`config.mk`:
```
export PLATFORM = sky130hd
export DESIGN_NAME = vx_ipdom_stack_dual
export DESIGN_NICKNAME = d
export VERILOG_FILES = /design/src/rtl/vx_ipdom_stack_dual.sv
export SDC_FILE = /design/constraint.sdc
export NUM_CORES = 1
export LEC_CHECK = 0
export ABC_CLOCK_PERIOD_IN_PS = 9100
export BUFFER_PORTS_ARGS = -buffer_cell sky130_fd_sc_hd__buf_2
export CAP_MARGIN = 20
export CORE_ASPECT_RATIO = 0.7
export CORE_UTILIZATION = 25
export CTS_BUF_LIST = sky130_fd_sc_hd__clkbuf_8
export CTS_CLUSTER_SIZE = 40
export DETAILED_ROUTE_END_ITERATION = 6
export PLACE_DENSITY = 0.5
export SLEW_MARGIN = 20
export SYNTH_ARGS = -nofsm -noshare
export SYNTH_HDL_FRONTEND = slang
export SYNTH_SLANG_ARGS = --single-unit
```
`constraint.sdc`:
```
create_clock -name clk -period 9.1 [get_ports clk]
set_input_delay 0.91 -clock clk [delete_from_list [all_inputs] [get_ports clk]]
set_output_delay 0.91 -clock clk [all_outputs]
set_load 0.005 [all_outputs]
```
`src/rtl/vx_ipdom_stack_dual.sv`:
```
// Per-warp IPDOM reconvergence stack with independent push/pop ports and a 1W1R payload RAM.
// Optional statistics (high-water mark, rejected-push counter) are enabled by VX_IPDOM_STACK_STATS_EN.
module vx_ipdom_stack_dual #(
    parameter int WIDTH     = 32,
    parameter int DEPTH     = 4,
    parameter int NUM_WARPS = 4,
    parameter int OUT_REG   = 0,
    localparam int NWW  = (NUM_WARPS > 1) ? $clog2(NUM_WARPS) : 1,
    localparam int CNTW = ((DEPTH + 1) > 1) ? $clog2(DEPTH + 1) : 1
) (
    input  logic                      clk,
    input  logic                      reset,
    input  logic                      push_valid,
    input  logic [NWW-1:0]            push_wid,
    input  logic [WIDTH-1:0]          push_rcv,
    input  logic [WIDTH-1:0]          push_els,
    output logic                      push_ready,
    input  logic                      pop_valid,
    input  logic [NWW-1:0]            pop_wid,
    output logic                      pop_ready,
    output logic                      rsp_valid,
    output logic [NWW-1:0]            rsp_wid,
    output logic [WIDTH-1:0]          rsp_data,
    output logic                      rsp_idx,
    output logic [NUM_WARPS*CNTW-1:0] depth,
    output logic [NUM_WARPS-1:0]      empty,
    output logic [NUM_WARPS-1:0]      full,
    output logic [NUM_WARPS*CNTW-1:0] stat_hwm,
    output logic [15:0]               stat_ovf
);
    localparam int SW = (DEPTH > 1) ? $clog2(DEPTH) : 1;
    localparam int AW = SW + NWW;

    logic [CNTW-1:0]  cnt_all [NUM_WARPS];
    logic [DEPTH-1:0] ph_all  [NUM_WARPS];

    logic [NWW-1:0] push_w, pop_w;
    logic [SW-1:0]  push_slot, pop_slot;
    logic           push_fire, pop_fire, pop_ph;

    // With a single warp the id inputs carry no information.
    assign push_w = (NUM_WARPS == 1) ? '0 : push_wid;
    assign pop_w  = (NUM_WARPS == 1) ? '0 : pop_wid;

    assign push_ready = ~full[push_w];
    assign pop_ready  = ~empty[pop_w] & ~(push_valid & (push_w == pop_w));
    assign push_fire  = push_valid & push_ready;
    assign pop_fire   = pop_valid & pop_ready;

    assign push_slot = SW'(cnt_all[push_w]);
    assign pop_slot  = SW'(cnt_all[pop_w] - CNTW'(1));
    assign pop_ph    = ph_all[pop_w][pop_slot];

    genvar gi;
    generate
        for (gi = 0; gi < NUM_WARPS; gi++) begin : g_warp
            logic [CNTW-1:0]  cnt_reg;
            logic [DEPTH-1:0] ph_reg;
            logic             push_hit, pop_hit;

            assign push_hit = push_fire & (push_w == NWW'(gi));
            assign pop_hit  = pop_fire & (pop_w == NWW'(gi));

            // A same-warp push blocks the pop, so the two hits are exclusive.
            always_ff @(posedge clk) begin
                if (reset) begin
                    cnt_reg <= '0;
                    ph_reg  <= '0;
                end else if (push_hit) begin
                    cnt_reg           <= cnt_reg + CNTW'(1);
                    ph_reg[push_slot] <= 1'b0;
                end else if (pop_hit) begin
                    if (pop_ph)
                        cnt_reg <= cnt_reg - CNTW'(1);
                    else
                        ph_reg[pop_slot] <= 1'b1;
                end
            end

            assign cnt_all[gi]             = cnt_reg;
            assign ph_all[gi]              = ph_reg;
            assign empty[gi]               = (cnt_reg == '0);
            assign full[gi]                = (cnt_reg == CNTW'(DEPTH));
            assign depth[gi*CNTW +: CNTW]  = cnt_reg;
        end
    endgenerate

    // Payload RAM, address {slot, wid}; each word is {rcv, els}.
    logic [2*WIDTH-1:0] ram_mem [0:(1<<AW)-1];
    logic [2*WIDTH-1:0] rd_data_reg;

    always_ff @(posedge clk) begin
        if (push_fire)
            ram_mem[{push_slot, push_w}] <= {push_rcv, push_els};
    end

    always_ff @(posedge clk) begin
        if (reset)
            rd_data_reg <= '0;
        else if (pop_fire)
            rd_data_reg <= ram_mem[{pop_slot, pop_w}];
    end

    logic           s1_valid_reg, s1_idx_reg;
    logic [NWW-1:0] s1_wid_reg;
    logic [WIDTH-1:0] s1_data;

    always_ff @(posedge clk) begin
        if (reset) begin
            s1_valid_reg <= 1'b0;
            s1_wid_reg   <= '0;
            s1_idx_reg   <= 1'b0;
        end else begin
            s1_valid_reg <= pop_fire;
            if (pop_fire) begin
                s1_wid_reg <= pop_w;
                s1_idx_reg <= pop_ph;
            end
        end
    end

    // Phase flag at fire time selects which half of the word is returned.
    assign s1_data = s1_idx_reg ? rd_data_reg[2*WIDTH-1:WIDTH] : rd_data_reg[WIDTH-1:0];

    generate
        if (OUT_REG != 0) begin : g_out_reg
            logic             out_valid_reg, out_idx_reg;
            logic [NWW-1:0]   out_wid_reg;
            logic [WIDTH-1:0] out_data_reg;

            always_ff @(posedge clk) begin
                if (reset) begin
                    out_valid_reg <= 1'b0;
                    out_wid_reg   <= '0;
                    out_data_reg  <= '0;
                    out_idx_reg   <= 1'b0;
                end else begin
                    out_valid_reg <= s1_valid_reg;
                    out_wid_reg   <= s1_wid_reg;
                    out_data_reg  <= s1_data;
                    out_idx_reg   <= s1_idx_reg;
                end
            end

            assign rsp_valid = out_valid_reg;
            assign rsp_wid   = out_wid_reg;
            assign rsp_data  = out_data_reg;
            assign rsp_idx   = out_idx_reg;
        end else begin : g_out_comb
            assign rsp_valid = s1_valid_reg;
            assign rsp_wid   = s1_wid_reg;
            assign rsp_data  = s1_data;
            assign rsp_idx   = s1_idx_reg;
        end
    endgenerate

`ifdef VX_IPDOM_STACK_STATS_EN
    logic [15:0] ovf_reg;

    generate
        for (gi = 0; gi < NUM_WARPS; gi++) begin : g_hwm
            logic [CNTW-1:0] hwm_reg;

            // Tracks the settled count, so it lags a push by one edge.
            always_ff @(posedge clk) begin
                if (reset)
                    hwm_reg <= '0;
                else if (cnt_all[gi] > hwm_reg)
                    hwm_reg <= cnt_all[gi];
            end

            assign stat_hwm[gi*CNTW +: CNTW] = hwm_reg;
        end
    endgenerate

    always_ff @(posedge clk) begin
        if (reset)
            ovf_reg <= '0;
        else if (push_valid && !push_ready && (ovf_reg != 16'hFFFF))
            ovf_reg <= ovf_reg + 16'd1;
    end

    assign stat_ovf = ovf_reg;
`else
    assign stat_hwm = '0;
    assign stat_ovf = '0;
`endif

    a_push_not_full: assert property (@(posedge clk) disable iff (reset)
        push_fire |-> !full[push_w]);
    a_pop_not_empty: assert property (@(posedge clk) disable iff (reset)
        pop_fire |-> !empty[pop_w]);
    a_push_wid_range: assert property (@(posedge clk) disable iff (reset)
        push_valid |-> (32'(push_wid) < NUM_WARPS));
    a_pop_wid_range: assert property (@(posedge clk) disable iff (reset)
        pop_valid |-> (32'(pop_wid) < NUM_WARPS));

endmodule
```
# After elaboration in Yosys (flattened, before gate mapping)
# Memories as Yosys holds them, arrays and structs flattened. A register that Yosys moved wholly into a read port is not among the register bits.
# Cells that the tools add are included.
# word_totals
wordCells	140
ff_bits	32
mem_count	1
out_inout_bits	86
ramBits	1024
inputBits	72
# op_classes
add_sub_neg	9
n_reduce_logical	24
order_cmp	8
muxes	46
n_bitwise	26
eq_ne	15
# mem_list
memory	depth	word_bits	read_ports	rd_ports_with_merged_regs	wr	line	rtl
ram_mem	16	64	1	1	1	89	logic [2*WIDTH-1:0] ram_mem [0:(1<<AW)-1];
# op_table
operator	n
$mux 4	14
$mux 3	12
$mux 32	1
$and 4x4->4	4
$or 4x4->4	4
$reduce_and 2->1	8
$reduce_bool 2->1	8
$add 3x1->3 const B	4
$and 1x1->1	12
$bmux 3 s2	2
$eq 3x3->1 const B	4
$logic_not 3->1	4
$lt 2x3->1 const B	4
$sub 3x1->3 const B	4
$bmux 4 s2	1
$eq 2x2->1 const B	4
$mux 2	4
$ne 2x1->1 const B	4
$mux 1	7
$bmux 1 s2	3
$ge 3x3->1 const B	2
$not 2->3	2
$demux 1 s2	2
$eq 2x1->1 const B	2
7 further kinds	12

# Longest topological paths before layout
# Gate-level depths: netlist of the first run.
# logic_depth
depth_word	13
depth_mapped	15
depth_no_buf	9

# Least setup slack after synthesis of the first run
# No wires, ideal clock.
# synth_path
path_kind	in2reg
startpoint	input push_wid[0]
endpoint	memory ram_mem[0][0] (netlist bit) (enable)
setup_ns	0.486
required_time_ns	8.614
t_arrival_ns	4.716
cell_stages	5
path_buffers	2
path_slack_ns	3.898
cell_sequence	buf_4 -> mux4_2 -> or2_2 -> clkbuf_1 -> nor2_1
# synth_via
elab_chain_cells	6
elab_cells_between_ends	10
classes_between	7 x mux; 3 x bitwise
# synth_rtl
element	line	rtl
from (decl)	14	input logic [NWW-1:0] push_wid,
$bmux 1 s2	45	assign push_ready = ~full[push_w];
$mux 1 (not written as such)	45	
$not 1->1	45	
$and 1x1->1	47	assign push_fire = push_valid & push_ready;
$mux 1	93	if (push_fire)
$mux 1 (not written as such)	94	ram_mem[{push_slot, push_w}] <= {push_rcv, push_els};
to (decl)	89	
# Parallel ways exist; a longest one is shown, timed or not. The select of a mux whose other input is x is not followed.

# Worst setup path in the final report of the first run
# layout_path
startpoint	input pop_wid[0]
endpoint	register rd_data_reg[58] (read register of ram_mem)
# layout_via
elab_chain_cells	5
elab_cells_between_ends	13
classes_between	1 x add/sub; 1 x eq/ne; 5 x mux; 6 x bitwise
# layout_rtl
element	line	rtl
from (decl)	19	input logic [NWW-1:0] pop_wid,
$not 2->3 (not written as such), or another cell as far along	51	assign pop_slot = SW'(cnt_all[pop_w] - CNTW'(1));
$bmux 3 s2, or another cell as far along	51	
$mux 2 (not written as such) or $not 1->1 (tied branches)	51, 46	
$mux 2 (not written as such) or $and 1x1->1 (tied branches)	51, 46	
$sub 2x1->2 or $and 1x1->1 (tied branches)	51, 48	
to (decl)	90	logic [2*WIDTH-1:0] rd_data_reg;
# Parallel ways exist; a longest one is shown, timed or not. The select of a mux whose other input is x is not followed.
# A chain may end at the register's enable or synchronous reset.

==> impl_metrics.py, run 1 <==
metrics = {
    "critical_path": {
        "critPathKind": "input pin to register",
        "rr_worst_depth": 8,
        "cp_slowest_cell": "buf_4",
        "worstPathRequired_ns": 9.78,
        "worst-path-max-fanout": 103,
        "reg2reg_to": "g_warp[3].cnt_reg[0]",
        "max_stage_delay_ns": 0.79,
        "r2r_slack_ns": 4.72,
        "endpoint_kind": "register",
        "worstPathCellList": "buf_8 > buf_4 > buf_4 > buf_12 > mux4_2 > mux4_2 > nand2_1 > a21oi_1",
        "critPathLaunchType": "input pin",
        "worstPathArrival_ns": 5.28,
        "reg2reg_from": "g_warp[1].cnt_reg[0]",
    },
    "clock_tree": {
        "cts_sinks": 1120,
        "ctsHtreeMaxLevel": 4,
        "post_cts_buffers": 0,
        "clk_pin_slew_ns": 0.06,
        "postCtsHoldBufs": 0,
        "clk_latency_ns": 0.86,
        "root_buffer": "clkbuf_8",
        "cts.path.max_buffers": 3,
        "numCtsBuffers": 169,
        "ctsResizeCount": 0,
        "cts_tree": "yes",
    },
    "global_routing": {
        "overflow": 0,
        "grt_pass1_vias": 22140,
        "antenna_found_initial": 40,
        "grt_usage_pct": 13.38,
        "grt_pass1_wl_um": 165200,
        "grt_max_degree": 129,
    },
    "power": {
        "pwr-share-seq_pct": 55.6,
        "power_leakage_nw": 15.62,
        "p_sw_share_pct": 23.28,
        "pwr_density_cell_mw_per_mm2": 208.3,
        "p_clk_share_pct": 37.9,
        "p_total_w": 0.01036,
        "pwr-share-comb_pct": 6.5,
        "p_int_w": 0.007947,
        "irDropWorstVdd_uv": 123.8,
        "switchingPower_w": 0.002412,
    },
    "die": {
        "start_util_pct": 25.20,
        "io_pins": 158,
        "core_mm2": 0.1715,
        "fp-row-count": 127,
        "die_y_um": 349.8,
        "die-area_mm2": 0.1745,
        "chipWidth_um": 498.9,
    },
    "routing": {
        "drc": 0,
        "num_vias": 20960,
        "wl_um": 117300,
        "drt-vias-per-instance": 4.518,
        "drt_first_pass_iters": 5,
        "ant_nets": 0,
        "routedWlPerCell_um": 25.28,
        "drtIter0Drc": 1982,
    },
    "synthesis": {
        "yosys_warnings": 0,
        "yosys-top-cells-area": "edfxtp_1 71%, mux4_2 17%, dfxtp_1 4.4%, nand2_1 1.2%, mux2_2 1.0%",
        "yosys.area.top_type": "edfxtp_1",
        "synth-seq-cells": 1120,
        "ys_types": 42,
        "ys_async_sr_fraction_pct": 0,
        "synth_flop_cell": "edfxtp_1",
        "synth_enable_flop_cells": 1024,
        "synth_cells": 2004,
        "synth_area_mm2": 0.04320,
        "synth_top_area_share_pct": 71.18,
        "synth-seq-area-share_pct": 75.63,
        "syn_area_per_cell_um2": 21.56,
    },
    "sta": {
        "fin_tns_setup_ns": 0,
        "rsz0062_at_grt": "false",
        "hold_viol": 0,
        "finalMaxSlewViolations": 0,
        "min_period_over_period_pct": 50.52,
        "setup-violations-final": 0,
        "worst_slack_ns": 4.503,
        "min_period_ns": 4.597,
        "skew_ns": 0.05122,
        "max-slew-margin-rel_pct": 26.85,
        "tightest_slew_ns": 1.097,
        "fmax_ghz": 0.2175,
    },
    "outcome": {
        "status": "completed",
    },
    "cells_and_area": {
        "largest_reg_flops": 1024,
        "syn_to_final_growth_pct": 15.15,
        "fin_nets": 2314,
        "drive_above_1_share_pct": 32.53,
        "final_cell_area_mm2": 0.04974,
    },
    "place": {
        "dp_slack_ns": 3.537,
        "gp_congestion": 0.7213,
        "dpl_cell_area_mm2": 0.04656,
        "hpwl_um": 63150,
        "place.port_buffers": 129,
    },
    "min_path": {
        "hold_depth": 1,
        "hp-start": "push_els[27]",
        "worstHoldEndpoint": "ram_mem[9][27]",
        "hp-class": "input pin to register",
    },
    "job": {
        "drv_cap": 0,
    },
}
==> per-layer routing <==
metal  share of wire (%)  wire length (um)  up-vias  global-route usage (%)
li1                    -                 -     8723                       -
met1                  43             50050    11300                   17.31
met2                  48             56490      721                   22.06
met3                 7.0              8157      200                   3.381
met4                 2.1              2508       10                   3.993
met5               0.049                57        -                       0
==> cell families after synthesis <==
family / count (synthesis) / share of synthesized area (%)
adders and majority gates: 8 / 0.2491
AOI/OAI and AO/OA: 110 / 1.347
buffers and inverters: 149 / 1.781
other: 1 / 0.008681
DFF: 1120 / 75.63
and+or+nand+nor: 234 / 2.502
muxes: 377 / 18.38
xor gates and xnor gates: 5 / 0.1014
==> synth_stat cells, types with 2 or more instances <==
cell and number:
a21oi_1 82, a31oi_1 3, a32oi_1 3, a41oi_1 2
and2_1 2, and3_1 2, buf_1 7, buf_2 45
buf_4 31, buf_6 5, clkbuf_1 54, dfxtp_1 96
edfxtp_1 1024, ha_1 7, inv_1 6, mux2_1 2
mux2_2 39, mux2i_1 7, mux4_2 328, nand2_1 137
nand2b_1 12, nand4b_1 16, nor2_1 32, nor2b_1 11
nor3_1 7, nor3b_1 3, nor4_1 2, o21ai_0 17
or2_2 2, or3_1 4, xnor2_1 5
==> stage by stage <==
step,std cells,hold slack (ns),utilization (%)
after floorplan,2031,0.4329,-
after global routing,4633,0.3935,29.01
final,4638,0.4273,29.01
after global placement,4320,0.4437,27.15
after detailed placement,4320,0.4439,27.16
after CTS,4630,0.3268,29.00
==> layout make-up <==
cell class              instances  area, um2
clock inverters               129      668.1
clock buffers                 181       2491
well taps                    2257       2824
flip-flops and latches       1120      32670
fillers                     16660     121700
repair buffers                174       1039
diodes                          8      20.02
multi-input cells             762      10000
inverters                       7      26.28
==> worst max-delay path by stage <==
stage                 endpoint  cells after the start         from  slack, ns
5_1_grt        rd_data_reg[58]                      8   pop_wid[0]       4.15
3_3_place_gp    rd_data_reg[1]                      8   pop_wid[0]       3.52
6_report       rd_data_reg[58]                      8   pop_wid[0]       4.50
2_1_floorplan    ram_mem[0][0]                      5  push_wid[0]       3.90
4_1_cts         rd_data_reg[1]                      8   pop_wid[0]       4.47
3_5_place_dp    rd_data_reg[1]                      8   pop_wid[0]       3.54
==> power by group through the flow <==
stage | Sequential, W | Clock (W) | Combinational, W
3_3_place_gp | 0.00587 | 0 | 0.000674
5_1_grt | 0.00577 | 0.00425 | 0.000724
3_5_place_dp | 0.00587 | 0 | 0.000686
4_1_cts | 0.00576 | 0.00404 | 0.000689
6_report | 0.00576 | 0.00393 | 0.000670
2_1_floorplan | 0.00584 | 0 | 0.000417
==> worst max-delay path, delay by kind of cell <==
| kind | cells | cell delay (ns) |
|---|---|---|
| buffers and inverters | 4 | 2.62 |
| muxes | 2 | 1.11 |
| and+or+nand+nor | 1 | 0.11 |
| AOI/OAI and AO/OA | 1 | 0.08 |
==> placed cells by master (no fill, tap or decap), types with 2 or more instances in the layout <==
cell type / netlist / routed
a21oi_1: 82 / 82
or3_1: 4 / 3
clkinv_1: 1 / 39
dfxtp_1: 96 / 95
xnor2_1: 5 / 5
buf_2: 45 / 126
and3_1: 2 / 2
buf_4: 31 / 42
nor2b_1: 11 / 11
o21ai_0: 17 / 17
nor2_4: 0 / 16
mux2i_1: 7 / 7
buf_6: 5 / 2
a32oi_1: 3 / 3
mux4_2: 328 / 327
conb_1: 1 / 28
nand2_1: 137 / 137
nand2b_1: 12 / 12
nand4b_1: 16 / 16
nor3_1: 7 / 7
mux2_1: 2 / 2
inv_1: 6 / 71
bufinv_16: 0 / 5
mux2_2: 39 / 39
edfxtp_1: 1024 / 1024
nor2_1: 32 / 16
inv_6: 0 / 3
ha_1: 7 / 6
nor4_1: 2 / 2
a41oi_1: 2 / 2
buf_12: 0 / 2
clkbuf_8: 0 / 181
clkinvlp_4: 0 / 6
buf_8: 0 / 2
a31oi_1: 3 / 3
clkinv_2: 0 / 12
or2_2: 2 / 2
nor3b_1: 3 / 3
diode_2: 0 / 8
and2_1: 2 / 2
Note: power is estimated with default switching activity, not from simulation.
==> run 2, diff against run 1 <==
--- a/config.mk
+++ b/config.mk
@@ -5,7 +5,7 @@
 export SDC_FILE = /design/constraint.sdc
 export NUM_CORES = 1
 export LEC_CHECK = 0
-export ABC_CLOCK_PERIOD_IN_PS = 9100
+export ABC_CLOCK_PERIOD_IN_PS = 4700
 export BUFFER_PORTS_ARGS = -buffer_cell sky130_fd_sc_hd__buf_2
 export CAP_MARGIN = 20
 export CORE_ASPECT_RATIO = 0.7
==> constraint.sdc (replaced) <==
create_clock -name clk -period 4.7 [get_ports clk]
set_input_delay 0.47 -clock clk [delete_from_list [all_inputs] [get_ports clk]]
set_output_delay 0.47 -clock clk [all_outputs]
set_load 0.005 [all_outputs]
==> impl_metrics.py, run 2 (synthesized netlist as in run 1, its figures left out) <==
metrics = {
    "outcome": {
        "status": "completed",
    },
    "cells_and_area": {
        "fin_nets": 2386,
        "final_cell_mix": "1,024 x edfxtp_1, 327 x mux4_2, 185 x clkbuf_8, 137 x nand2_1, 126 x buf_2",
        "final_cell_area_mm2": 0.05093,
        "largest_reg_flops": 1024,
        "layout_commonest_cell": "edfxtp_1",
        "drive_above_1_share_pct": 32.50,
        "nFillCells": 16490,
        "syn_to_final_growth_pct": 17.88,
    },
    "power": {
        "pwr-share-seq_pct": 54.7,
        "switchingPower_w": 0.004744,
        "p_int_w": 0.01565,
        "power_leakage_nw": 16.09,
        "p_clk_share_pct": 38.5,
        "p_sw_share_pct": 23.26,
        "irDropWorstVdd_uv": 215.7,
        "pwr_density_cell_mw_per_mm2": 400.6,
        "pwr-share-comb_pct": 6.8,
    },
    "clock_tree": {
        "root_buffer": "clkbuf_8",
        "clk_pin_slew_ns": 0.06,
        "clk_latency_ns": 0.86,
        "cts_sinks": 1120,
        "numCtsBuffers": 172,
        "ctsHtreeMaxLevel": 4,
        "cts.path.max_buffers": 3,
        "post_cts_buffers": 0,
        "cts_tree": "yes",
        "ctsResizeCount": 0,
    },
    "critical_path": {
        "reg2reg_to": "g_warp[3].cnt_reg[0]",
        "rr_worst_depth": 8,
        "endpoint_kind": "register",
        "worstPathCellList": "mux4_4 > inv_1 > ha_4 > mux4_2 > mux2i_1 > mux2i_4 > a41oi_1 > mux2_2",
        "cp_slowest_cell": "mux4_4",
        "max_stage_delay_ns": 0.68,
        "worstPathRequired_ns": 5.43,
        "worst-path-max-fanout": 25,
        "critPathLaunchType": "register",
        "critPathBufInv": 1,
        "r2r_slack_ns": 1.00,
        "crit_family": "multiplexers",
        "worstPathArrival_ns": 4.43,
        "reg2reg_from": "g_warp[0].cnt_reg[0]",
        "critPathKind": "register to register",
    },
    "sta": {
        "rsz0062_at_grt": "false",
        "worst_slack_ns": 1.003,
        "tightest_slew_ns": 1.156,
        "hold_ws_ns": 0.1128,
        "max-slew-margin-rel_pct": 22.95,
        "min_period_ns": 3.697,
        "skew_ns": 0.04268,
        "min_period_over_period_pct": 78.66,
        "finalMaxSlewViolations": 0,
        "hold_viol": 0,
        "setup-violations-final": 0,
        "fmax_ghz": 0.2705,
    },
    "die": {
        "die-area_mm2": 0.1745,
        "io_pins": 158,
        "start_util_pct": 25.20,
        "fp-row-count": 127,
        "die_y_um": 349.8,
        "chipWidth_um": 498.9,
        "core_mm2": 0.1715,
    },
    "routing": {
        "routedWlPerCell_um": 24.77,
        "drtIter0Drc": 1904,
        "drc": 0,
        "wl_um": 116700,
        "ant_nets": 0,
        "num_vias": 21090,
        "drt_first_pass_iters": 5,
        "drt-vias-per-instance": 4.476,
    },
    "min_path": {
        "worstHoldEndpoint": "g_warp[3].cnt_reg[1]",
        "hp-class": "input pin to register",
        "hold_depth": 3,
        "hp-start": "pop_wid[1]",
    },
    "global_routing": {
        "grt_pass1_wl_um": 165700,
        "antenna_found_initial": 26,
        "grt_max_degree": 140,
        "grt_pass1_vias": 22190,
        "overflow": 0,
        "grt_usage_pct": 13.36,
    },
    "place": {
        "dpl_cell_area_mm2": 0.04691,
        "gp_congestion": 0.7337,
        "dp_slack_ns": 0.5701,
        "hpwl_um": 63040,
        "place.port_buffers": 129,
    },
    "job": {
        "drv_cap": 0,
    },
}
## run 2: cell types whose count changed in the layout (fill, tap and decap cells not counted), moves of 3 or more
cell           delta
clkinv_1         -13
buf_4            -23
clkbuf_8          +4
buf_12           +26
dlygate4sd3_1    +65
diode_2           -3
clkinv_2         +11
## run 2: repair_timing
action / CTS / global route
endpoints found under the setup margin: 0 / 0
hold endpoints to repair: 1025 / 0
hold buffers: 65 / 0
## run 2: final cells by class
cell class	instances	area [um2]	share of cell area [%]
Multi-Input combinational cell	762	10010	19.65
Inverter	7	26.28	0.05160
Tap cell	2257	2824	5.545
Timing Repair Buffer	243	2064	4.054
Clock inverter	132	772.0	1.516
Clock buffer	185	2546	5.000
Sequential cell	1120	32670	64.16
Antenna cell	5	12.51	0.02457
## run 2: power groups by stage
stage | clock network [W] | registers [W] | logic (W)
after floorplan | 0 | 0.0113 | 0.000807
after global placement | 0 | 0.0114 | 0.00133
after detailed placement | 0 | 0.0114 | 0.00135
after CTS | 0.00810 | 0.0112 | 0.00141
after global routing | 0.00851 | 0.0112 | 0.00148
final | 0.00786 | 0.0112 | 0.00138
## run 2: per-layer routing
metal | vias up | track usage, % | part of all wire (%)
li1 | 8888 | - | -
met1 | 11320 | 17.48 | 43
met2 | 680 | 22.47 | 49
met3 | 193 | 2.385 | 5.2
met4 | 10 | 4.196 | 2.2
met5 | - | 0 | 0.057
## run 2: worst max-delay path by stage
| stage | startpoint | end | slack, ns | depth (start not counted) |
|---|---|---|---|---|
| after floorplan | push_wid[0] | ram_mem[0][0] | -0.06 | 5 |
| after global placement | pop_wid[0] | g_warp[3].cnt_reg[0] | 0.62 | 9 |
| after detailed placement | pop_wid[0] | g_warp[3].cnt_reg[0] | 0.57 | 9 |
| after CTS | g_warp[0].cnt_reg[0] | g_warp[3].cnt_reg[0] | 0.97 | 8 |
| after global routing | g_warp[2].cnt_reg[0] | g_warp[2].cnt_reg[0] | 0.85 | 8 |
| final | g_warp[0].cnt_reg[0] | g_warp[3].cnt_reg[0] | 1.00 | 8 |
## run 2: per-stage QoR
stage	util, %	setup TNS [ns]	total power [W]	instances
2_1_floorplan	-	-15.96	0.01212	2031
3_3_place_gp	27.36	0	0.01269	4323
3_5_place_dp	27.36	0	0.01272	4323
4_1_cts	29.67	0	0.02067	4705
5_1_grt	29.70	0	0.02116	4708
6_report	29.70	0	0.02040	4711
## run 2: tightest hold or removal path: stages
cell and delay (ns):
buf_8 0.12, a41oi_1 0.16, mux2i_1 0.15
